<file path="src/rtl/top_puf.sv">
// Arbiter-PUF emulator: additive-delay model over an 8-bit challenge, with stage
// weights drawn from a Galois LFSR seeded per device. One stage per enabled clock.
module top_puf #(
    parameter logic [15:0] DEVICE_SEED = 16'hACE1,
    parameter int unsigned ACC_W       = 12
) (
    input  logic       clk,
    input  logic       rst,
    input  logic       en,
    input  logic [7:0] chall_in,
    output logic [7:0] response,
    output logic       ready
);

    localparam logic [15:0] SEED = (DEVICE_SEED == 16'h0000) ? 16'hACE1 : DEVICE_SEED;
    localparam logic [15:0] TAPS = 16'hB400;

    typedef enum logic [1:0] {IDLE, EVAL, DONE} state_t;

    state_t                   state;
    logic [7:0]               chal_q;
    logic [15:0]              lfsr;
    logic [2:0]               idx_i;
    logic [2:0]               idx_j;
    logic signed [ACC_W-1:0]  acc;

    logic [15:0]              rot_wide;
    logic [7:0]               c_mix;
    logic                     parity;
    logic signed [ACC_W-1:0]  w_ext;
    logic signed [ACC_W-1:0]  acc_next;
    logic [15:0]              lfsr_next;

    // Upper byte of the doubled challenge shifted left is the rotate-left by idx_i.
    always_comb begin
        rot_wide  = {chal_q, chal_q} << idx_i;
        c_mix     = rot_wide[15:8];
        parity    = ^(c_mix >> idx_j);
        w_ext     = {{(ACC_W-8){lfsr[7]}}, lfsr[7:0]};
        acc_next  = parity ? (acc - w_ext) : (acc + w_ext);
        lfsr_next = {1'b0, lfsr[15:1]} ^ (lfsr[0] ? TAPS : '0);
    end

    always_ff @(posedge clk) begin
        if (rst) begin
            state    <= IDLE;
            response <= '0;
            ready    <= 1'b0;
            acc      <= '0;
            idx_i    <= '0;
            idx_j    <= '0;
            chal_q   <= '0;
            lfsr     <= SEED;
        end else begin
            case (state)
                IDLE: begin
                    if (en) begin
                        chal_q   <= chall_in;
                        lfsr     <= SEED;
                        idx_i    <= '0;
                        idx_j    <= '0;
                        acc      <= '0;
                        response <= '0;
                        state    <= EVAL;
                    end
                end
                EVAL: begin
                    if (en) begin
                        lfsr  <= lfsr_next;
                        idx_j <= idx_j + 3'd1;
                        if (idx_j == 3'd7) begin
                            response[idx_i] <= ~acc_next[ACC_W-1];
                            acc             <= '0;
                            idx_i           <= idx_i + 3'd1;
                            if (idx_i == 3'd7) begin
                                state <= DONE;
                                ready <= 1'b1;
                            end
                        end else begin
                            acc <= acc_next;
                        end
                    end
                end
                DONE: begin
                    // A new challenge restarts from scratch so the result matches a fresh run.
                    if (en && (chall_in != chal_q)) begin
                        chal_q   <= chall_in;
                        lfsr     <= SEED;
                        idx_i    <= '0;
                        idx_j    <= '0;
                        acc      <= '0;
                        response <= '0;
                        ready    <= 1'b0;
                        state    <= EVAL;
                    end
                end
                default: state <= IDLE;
            endcase
        end
    end

endmodule

</file>
<file path="config.mk">
export PLATFORM = sky130hd
export DESIGN_NAME = top_puf
export DESIGN_NICKNAME = d
export VERILOG_FILES = /design/src/rtl/top_puf.sv
export SDC_FILE = /design/constraint.sdc
export NUM_CORES = 1
export LEC_CHECK = 0
export CAP_MARGIN = 15
export CELL_PAD_IN_SITES_DETAIL_PLACEMENT = 2
export CELL_PAD_IN_SITES_GLOBAL_PLACEMENT = 2
export CORE_MARGIN = 1.5
export CORE_UTILIZATION = 33
export DETAILED_ROUTE_END_ITERATION = 16
export PLACE_DENSITY = 0.84
export SLEW_MARGIN = 10
export SYNTH_ARGS = -nofsm -noshare
export SYNTH_HDL_FRONTEND = slang
export SYNTH_SLANG_ARGS = --single-unit
</file>
<file path="constraint.sdc">
create_clock -name clk -period 5.8 [get_ports clk]
set_clock_uncertainty 0.05 [all_clocks]
set_input_delay 0.87 -clock clk [delete_from_list [all_inputs] [get_ports clk]]
set_output_delay 0.87 -clock clk [all_outputs]
set_load 0.03 [all_outputs]
</file>
; ---- Yosys cells after proc, flatten, opt, wreduce, memory -nomap -nowiden
; Cells that the tools add are included.
[totals]
regBits = 53
out_inout_bits = 9
input_bits = 11
[classes]
n_addsub = 4
muxes = 40
n_reduce_logical = 12
shift = 2
magnitude_cmp = 2
eq_ne = 10
n_bitwise = 2
[ops]
columns = operator, n
row1 = 16-bit two-way mux, 4
row2 = 12-bit two-way mux, 5
row3 = 8-bit two-way mux, 6
row4 = 16-bit one-hot mux with 3 select lines, 1
row5 = 12-bit one-hot mux with 3 select lines, 1
row6 = 8-bit one-hot mux with 3 select lines, 1
row7 = 3-bit one-hot mux with 3 select lines, 2
row8 = 8-bit one-hot mux with 2 select lines, 1
row9 = 16-bit by 3-bit left shift with 16-bit output, 1
row10 = 15-bit by 16-bit bitwise XOR with 16-bit output, 1
row11 = 3-bit two-way mux, 5
row12 = 5-bit AND reduction, 3
row13 = 12-bit by 8-bit adder with 12-bit output, 1
row14 = 12-bit by 8-bit subtractor with 12-bit output, 1
row15 = 2-bit two-way mux, 5
row16 = 2-bit inequality test (second input constant), 5
row17 = 8-bit bitwise mux, 1
row18 = 8-bit inequality test, 1
row19 = 8-bit XOR reduction, 1
row20 = 8-bit by 3-bit right shift with 8-bit output, 1
row21 = 3-bit by 1-bit adder with 3-bit output (second input constant), 2
row22 = 3-bit == test (second input constant), 2
row23 = 2-bit one-hot mux with 3 select lines, 1
row24 = 1-bit two-way mux, 5
row25 = 13 further kinds, 15

; ---- Longest topological paths before layout
[logic_depth]
word_depth = 9
ltp_mapped = 26

; ---- Least setup slack after synthesis
; Ideal clock, no wire load.
[synth_timing]
path_kind = register -> register
startpoint = register idx_i[2]
endpoint = register response[0]
slack_ps = 210
stages_incl_launch_ff = 26
setup_ps = 96
t_required_ps = 5654
n_path_buf = 3
arrival_ps = 5444
synth_period_minus_slack_ps = 5590
path_cell_list = dfxtp_1 -> buf_4 -> buf_6 -> mux4_2 -> xor2_1 -> o22ai_1 -> or2_1 -> mux2_2 -> a22oi_1 -> o32ai_1 -> xnor2_1 -> clkbuf_1 -> nor2_1 -> a21o_1 -> inv_1 -> ha_1 -> nor2b_1 -> o21ai_0 -> a21boi_0 -> o21ai_0 -> a21boi_0 -> o21ai_0 -> a21oi_1 -> o31ai_1 -> xnor3_2 -> o41ai_2
[synth_between]
elab_chain_len = 9
word_cells_on_any_way = 14
[synth_rtl]
columns = item, line_no
row1 = from (decl), 23  ; logic [2:0] idx_i;
row2 = from (signal assigned), 74  ; idx_i <= idx_i + 3'd1;
row3 = 16-bit by 3-bit left shift with 16-bit output, 36  ; rot_wide = {chal_q, chal_q} << idx_i;
row4 = 8-bit by 3-bit right shift with 8-bit output, 38  ; parity = ^(c_mix >> idx_j);
row5 = 8-bit XOR reduction, 38
row6 = 12-bit two-way mux, 40  ; acc_next = parity ? (acc - w_ext) : (acc + w_ext);
row7 = 1-bit NOT, 72  ; response[idx_i] <= ~acc_next[ACC_W-1];
row8 = 8-bit bitwise mux *, 72
row9 = 8-bit two-way mux *, 71  ; if (idx_j == 3'd7) begin
row10 = 8-bit two-way mux *, 68  ; if (en) begin
row11 = 8-bit one-hot mux with 3 select lines *, 55  ; case (state)
row12 = "to (signal, indexed assignment)", 72
row13 = to (decl), 11  ; output logic [7:0] response,
; Every way passes the cells marked *; elsewhere a longest branch is shown, timed or not. The select of a mux whose other input is x is not followed.
; A chain may end at the register's enable or synchronous reset.

; ---- Final worst setup path
[layout_timing]
startpoint = register idx_i[2]
endpoint = register response[3]
; Same word-level chain as after synthesis.

==> reports/results.md <==
| Quantity | Value | Unit |
|:---|:---|:---|
| Result of the run | complete, no violations | - |
| Die Wd | 109 | µm |
| Syn avg cell area | 8.27 | µm² |
| Antenna violations before repair | 0 | - |
| Peak supply drop | 0.000113 | V |
| Number of global-route vias before repair | 3755 | - |
| Total leakage power | 0.00165 | µW |
| Avg Vias per Cell | 5.66 | - |
| Total via count after detailed routing | 3433 | - |
| Number of clock sinks seen by CTS | 53 | - |
| Count of TritonRoute iterations in the first routing pass | 4 | - |
| Clock tree from TritonCTS | yes | - |
| # setup viols final | 0 | - |
| Commonest register cell after synthesis | sky130_fd_sc_hd__dfxtp_1 | - |
| Post-Syn Instances | 452 | - |
| Slowest cell on the critical path | sky130_fd_sc_hd__mux4_2 | - |
| Slew at the pin with the worst max-slew slack | 1100 | ps |
| Post-place setup slack | -318 | ps |
| Number of nets in the finished design | 494 | - |
| Category of the most critical setup path | flop to flop | - |
| Post-detailed-routing wire length | 11.9 | mm |
| Starting DRT DRC Count | 193 | - |
| I/O pin cnt | 20 | - |
| Largest driver fanout on the critical path | 8 | - |
| Routed length on met2 | 6.25 | mm |
| Total nets after synthesis | 480 | - |
| Internal portion of total power | 745 | µW |
| Power dissipated by switching net loads | 405 | µW |
| Share of synthesized flip-flops with an asynchronous set or reset | 0 | % |
| Placer's final routability congestion estimate | 0.796 | - |
| Total of flip-flops plus latches after synthesis | 53 | - |
| Portion of total power attributed to the clock network | 28.2 | % |
| DRC violations left | 0 | - |
| Dpl cells | 592 | - |
| Minimum setup slack in the final design | 256 | ps |
| Critical path required time | 5960 | ps |
| Crit path capture type | flop | - |
| Clock Path Buffers | 2 | - |
| Class of the tightest hold or removal check | flop to flop | - |
| Overall die height | 109 | µm |
| Std-Cell Core Area | 0.0109 | mm² |
| Synthesized cell area | 0.00374 | mm² |
| Total Die Area | 0.0120 | mm² |
| Switching part of the total | 35.2 | % |
| Register area share after synthesis | 28.4 | % |
| Final Hold Violating Endpoints | 0 | - |
| Layout cell share with drive strength beyond 1 | 12.6 | % |
| Final critical-path share of the clock period | 95.6 | % |
| Antenna diodes | 0 | - |
| Cell Chain, Critical Path | mux4_2 > xor2_2 > o22ai_1 > or2_1 > mux2_2 > a22oi_1 > o32ai_2 > xnor2_2 > buf_4 > buf_4 > o31ai_1 > xor2_1 > ha_1 > a21boi_1 > o21ai_1 > a21boi_0 > o21ai_1 > a21oi_1 > o31ai_2 > xnor3_2 > o41ai_2 | - |
| Average detailed-routed wire length per instance | 19.6 | µm |
| Power per cell area | 266 | mW/mm² |
| Yosys synthesis warning count | 0 | - |
| CTS Root Buffer Type | sky130_fd_sc_hd__clkbuf_16 | - |
| H-tree level count | 2 | - |
| Slowest stage delay, CP | 640 | ps |
| Highest routing layer actually used | met4 | - |
| Gr ovfl total | 0 | - |
| Hold-fix buffers, CTS | 0 | - |
| Fraction of power consumed by sequential logic | 35.0 | % |
| TritonCTS buffer count | 5 | - |
| Max-slew violation total from the final report | 0 | - |
| Cell family contributing the most delay on the critical path | compound AO/OA/AOI/OAI gates | - |
| # port buffers | 19 | - |
| Number of max-cap violations | 0 | - |
| Number of standard cells in the layout, taps in and fillers out | 607 | - |
| Final Critical Period | 5540 | ps |
| Number of nets with antenna violations after routing | 0 | - |
| Global-route wire length before repair | 19.0 | mm |
| Clk Latency, worst-skew pair | 300 | ps |
| Achievable frequency | 0.180 | GHz |
| CTS clk-pin slew, worst paths | 80 | ps |
| Critical path launch point type | flop | - |
| Routed length on met1 | 5.14 | mm |
| Normalized max-slew margin | 26.7 | % |
| Count of flip-flops with a built-in enable after synthesis | 0 | - |
| Detailed placer's ending HPWL | 7.71 | mm |
| Overall global routing resource usage | 20.3 | % |
| Data arrival, critical path | 5700 | ps |
| Pin count of the biggest net entering global routing | 58 | - |
| DR WL met3 | 379 | µm |
| Synthesis-to-finish area growth | 15.8 | % |
| Number of distinct library cell variants in the gate-level netlist after synthesis | 55 | - |
| Worst path bufs/invs | 2 | - |
| Number of standard-cell rows in the floorplan | 38 | - |
| Starting Density | 34.2 | % |
| Combinational fraction of design power | 36.8 | % |
[final timing paths]
path              startpoint          end  slack [ps]  cells past startpoint
setup / recovery    idx_i[2]  response[3]         260                     21
hold / removal      lfsr[12]     lfsr[12]         410                      2
setup reg to reg    idx_i[2]  response[3]         260                     21
hold reg to reg     lfsr[12]     lfsr[12]         410                      2
[stage by stage]
step | setup TNS (ps) | power (µW) | hold slack [ps] | utilization [%] | cell area, µm²
5_1_grt | -376 | 1220 | 436 | 39.6 | 4330
2_1_floorplan | 0 | 702 | 382 | - | 3740
3_3_place_gp | 0 | 765 | 389 | 37.0 | 4040
6_report | 0 | 1150 | 413 | 39.6 | 4330
4_1_cts | 0 | 1140 | 414 | 38.9 | 4260
3_5_place_dp | -1990 | 794 | 407 | 37.0 | 4040
[logic make-up (layout without fill, tap and decap cells)]
family          after synthesis  count (layout)  synth area share, %
flops                        53              53                 28.4
compound gates               99              99                 17.9
simple gates                169             169                 20.8
buf+inv                      46              61                 5.39
mux                          34              34                 13.2
fa+ha+maj                    17              17                 5.89
xor+xnor                     34              34                 8.36
[power by group through the flow]
stage                     combinational [µW]  clock (µW)  sequential [µW]
final                                    424         325              402
after global routing                     474         346              405
after CTS                                403         334              402
after detailed placement                 383           0              411
after global placement                   357           0              408
after floorplan                          300           0              402
[what timing repair did]
action | 4_1_cts | 5_1_grt
gates cloned | 0 | 0
setup endpoints to repair | 11 | 11
buffers inserted | 2 | 5
gates resized for setup | 10 | 16
pin swaps | 2 | 5
[cell usage in the layout (no fill, tap or decap), types with 3 or more instances in the layout]
cell / instances
sky130_fd_sc_hd__o21ai_1: 8
sky130_fd_sc_hd__o21ai_0: 15
sky130_fd_sc_hd__o21bai_1: 8
sky130_fd_sc_hd__mux2_2: 3
sky130_fd_sc_hd__clkdlybuf4s50_1: 18
sky130_fd_sc_hd__buf_4: 18
sky130_fd_sc_hd__nor2b_1: 18
sky130_fd_sc_hd__nand2b_1: 4
sky130_fd_sc_hd__xor2_2: 3
sky130_fd_sc_hd__a22oi_1: 10
sky130_fd_sc_hd__clkbuf_16: 5
sky130_fd_sc_hd__a21oi_1: 24
sky130_fd_sc_hd__or3_1: 4
sky130_fd_sc_hd__o22ai_1: 3
sky130_fd_sc_hd__xor2_1: 12
sky130_fd_sc_hd__inv_1: 15
sky130_fd_sc_hd__nand4_1: 3
sky130_fd_sc_hd__nor2_1: 61
sky130_fd_sc_hd__a31oi_1: 4
sky130_fd_sc_hd__mux2i_1: 19
sky130_fd_sc_hd__nand2_1: 35
sky130_fd_sc_hd__nor3_1: 16
sky130_fd_sc_hd__ha_1: 16
sky130_fd_sc_hd__mux4_2: 12
sky130_fd_sc_hd__a21boi_1: 4
sky130_fd_sc_hd__nand3_1: 19
sky130_fd_sc_hd__dfxtp_1: 51
sky130_fd_sc_hd__xnor2_1: 16
[Yosys cell counts (8+ instances only)]
| master | instances | share of area, % |
|---|---|---|
| sky130_fd_sc_hd__a21oi_1 | 24 | 3.2 |
| sky130_fd_sc_hd__a22oi_1 | 10 | 2.0 |
| sky130_fd_sc_hd__clkbuf_1 | 23 | 2.3 |
| sky130_fd_sc_hd__dfxtp_1 | 53 | 28 |
| sky130_fd_sc_hd__ha_1 | 16 | 5.4 |
| sky130_fd_sc_hd__inv_1 | 15 | 1.5 |
| sky130_fd_sc_hd__mux2i_1 | 19 | 5.1 |
| sky130_fd_sc_hd__mux4_2 | 12 | 7.2 |
| sky130_fd_sc_hd__nand2_1 | 35 | 3.5 |
| sky130_fd_sc_hd__nand3_1 | 19 | 2.5 |
| sky130_fd_sc_hd__nor2_1 | 61 | 6.1 |
| sky130_fd_sc_hd__nor2b_1 | 18 | 3.0 |
| sky130_fd_sc_hd__nor3_1 | 16 | 2.1 |
| sky130_fd_sc_hd__o21ai_0 | 21 | 2.8 |
| sky130_fd_sc_hd__o21bai_1 | 8 | 1.6 |
| sky130_fd_sc_hd__xnor2_1 | 17 | 4.0 |
| sky130_fd_sc_hd__xor2_1 | 16 | 3.7 |
[worst register-to-register path: stages (launching register included)]
cell and delay [ps]:
sky130_fd_sc_hd__dfxtp_4 410, sky130_fd_sc_hd__mux4_2 640, sky130_fd_sc_hd__xor2_2 290, sky130_fd_sc_hd__o22ai_1 120
sky130_fd_sc_hd__or2_1 270, sky130_fd_sc_hd__mux2_2 290, sky130_fd_sc_hd__a22oi_1 220, sky130_fd_sc_hd__o32ai_2 160
sky130_fd_sc_hd__xnor2_2 320, sky130_fd_sc_hd__buf_4 170, sky130_fd_sc_hd__buf_4 90, sky130_fd_sc_hd__o31ai_1 60
sky130_fd_sc_hd__xor2_1 170, sky130_fd_sc_hd__ha_1 340, sky130_fd_sc_hd__a21boi_1 160, sky130_fd_sc_hd__o21ai_1 160
sky130_fd_sc_hd__a21boi_0 130, sky130_fd_sc_hd__o21ai_1 210, sky130_fd_sc_hd__a21oi_1 160, sky130_fd_sc_hd__o31ai_2 290
sky130_fd_sc_hd__xnor3_2 400, sky130_fd_sc_hd__o41ai_2 320
[registers in the layout, indices dropped and copies added (netlist names)]
name / flops
acc: 12
idx_j: 3
lfsr: 16
response: 8
chal_q: 8
state: 2
ready: 1
idx_i: 3
[cell type report]
cell class,instances,area (µm²)
repair buffers,37,320
inverters,16,60.1
well taps,140,175
flip-flops and latches,53,1070
fillers,1227,6610
clock inverters,2,17.5
multi-input cells,353,2550
clock buffers,6,139
[routing by layer]
metal,global-route usage [%],up-vias
li1,-,1619
met1,24.2,1738
met2,36.9,62
met3,3.14,14
met4,6.77,0
met5,0,-
Note: power is estimated with default switching activity, not from simulation.
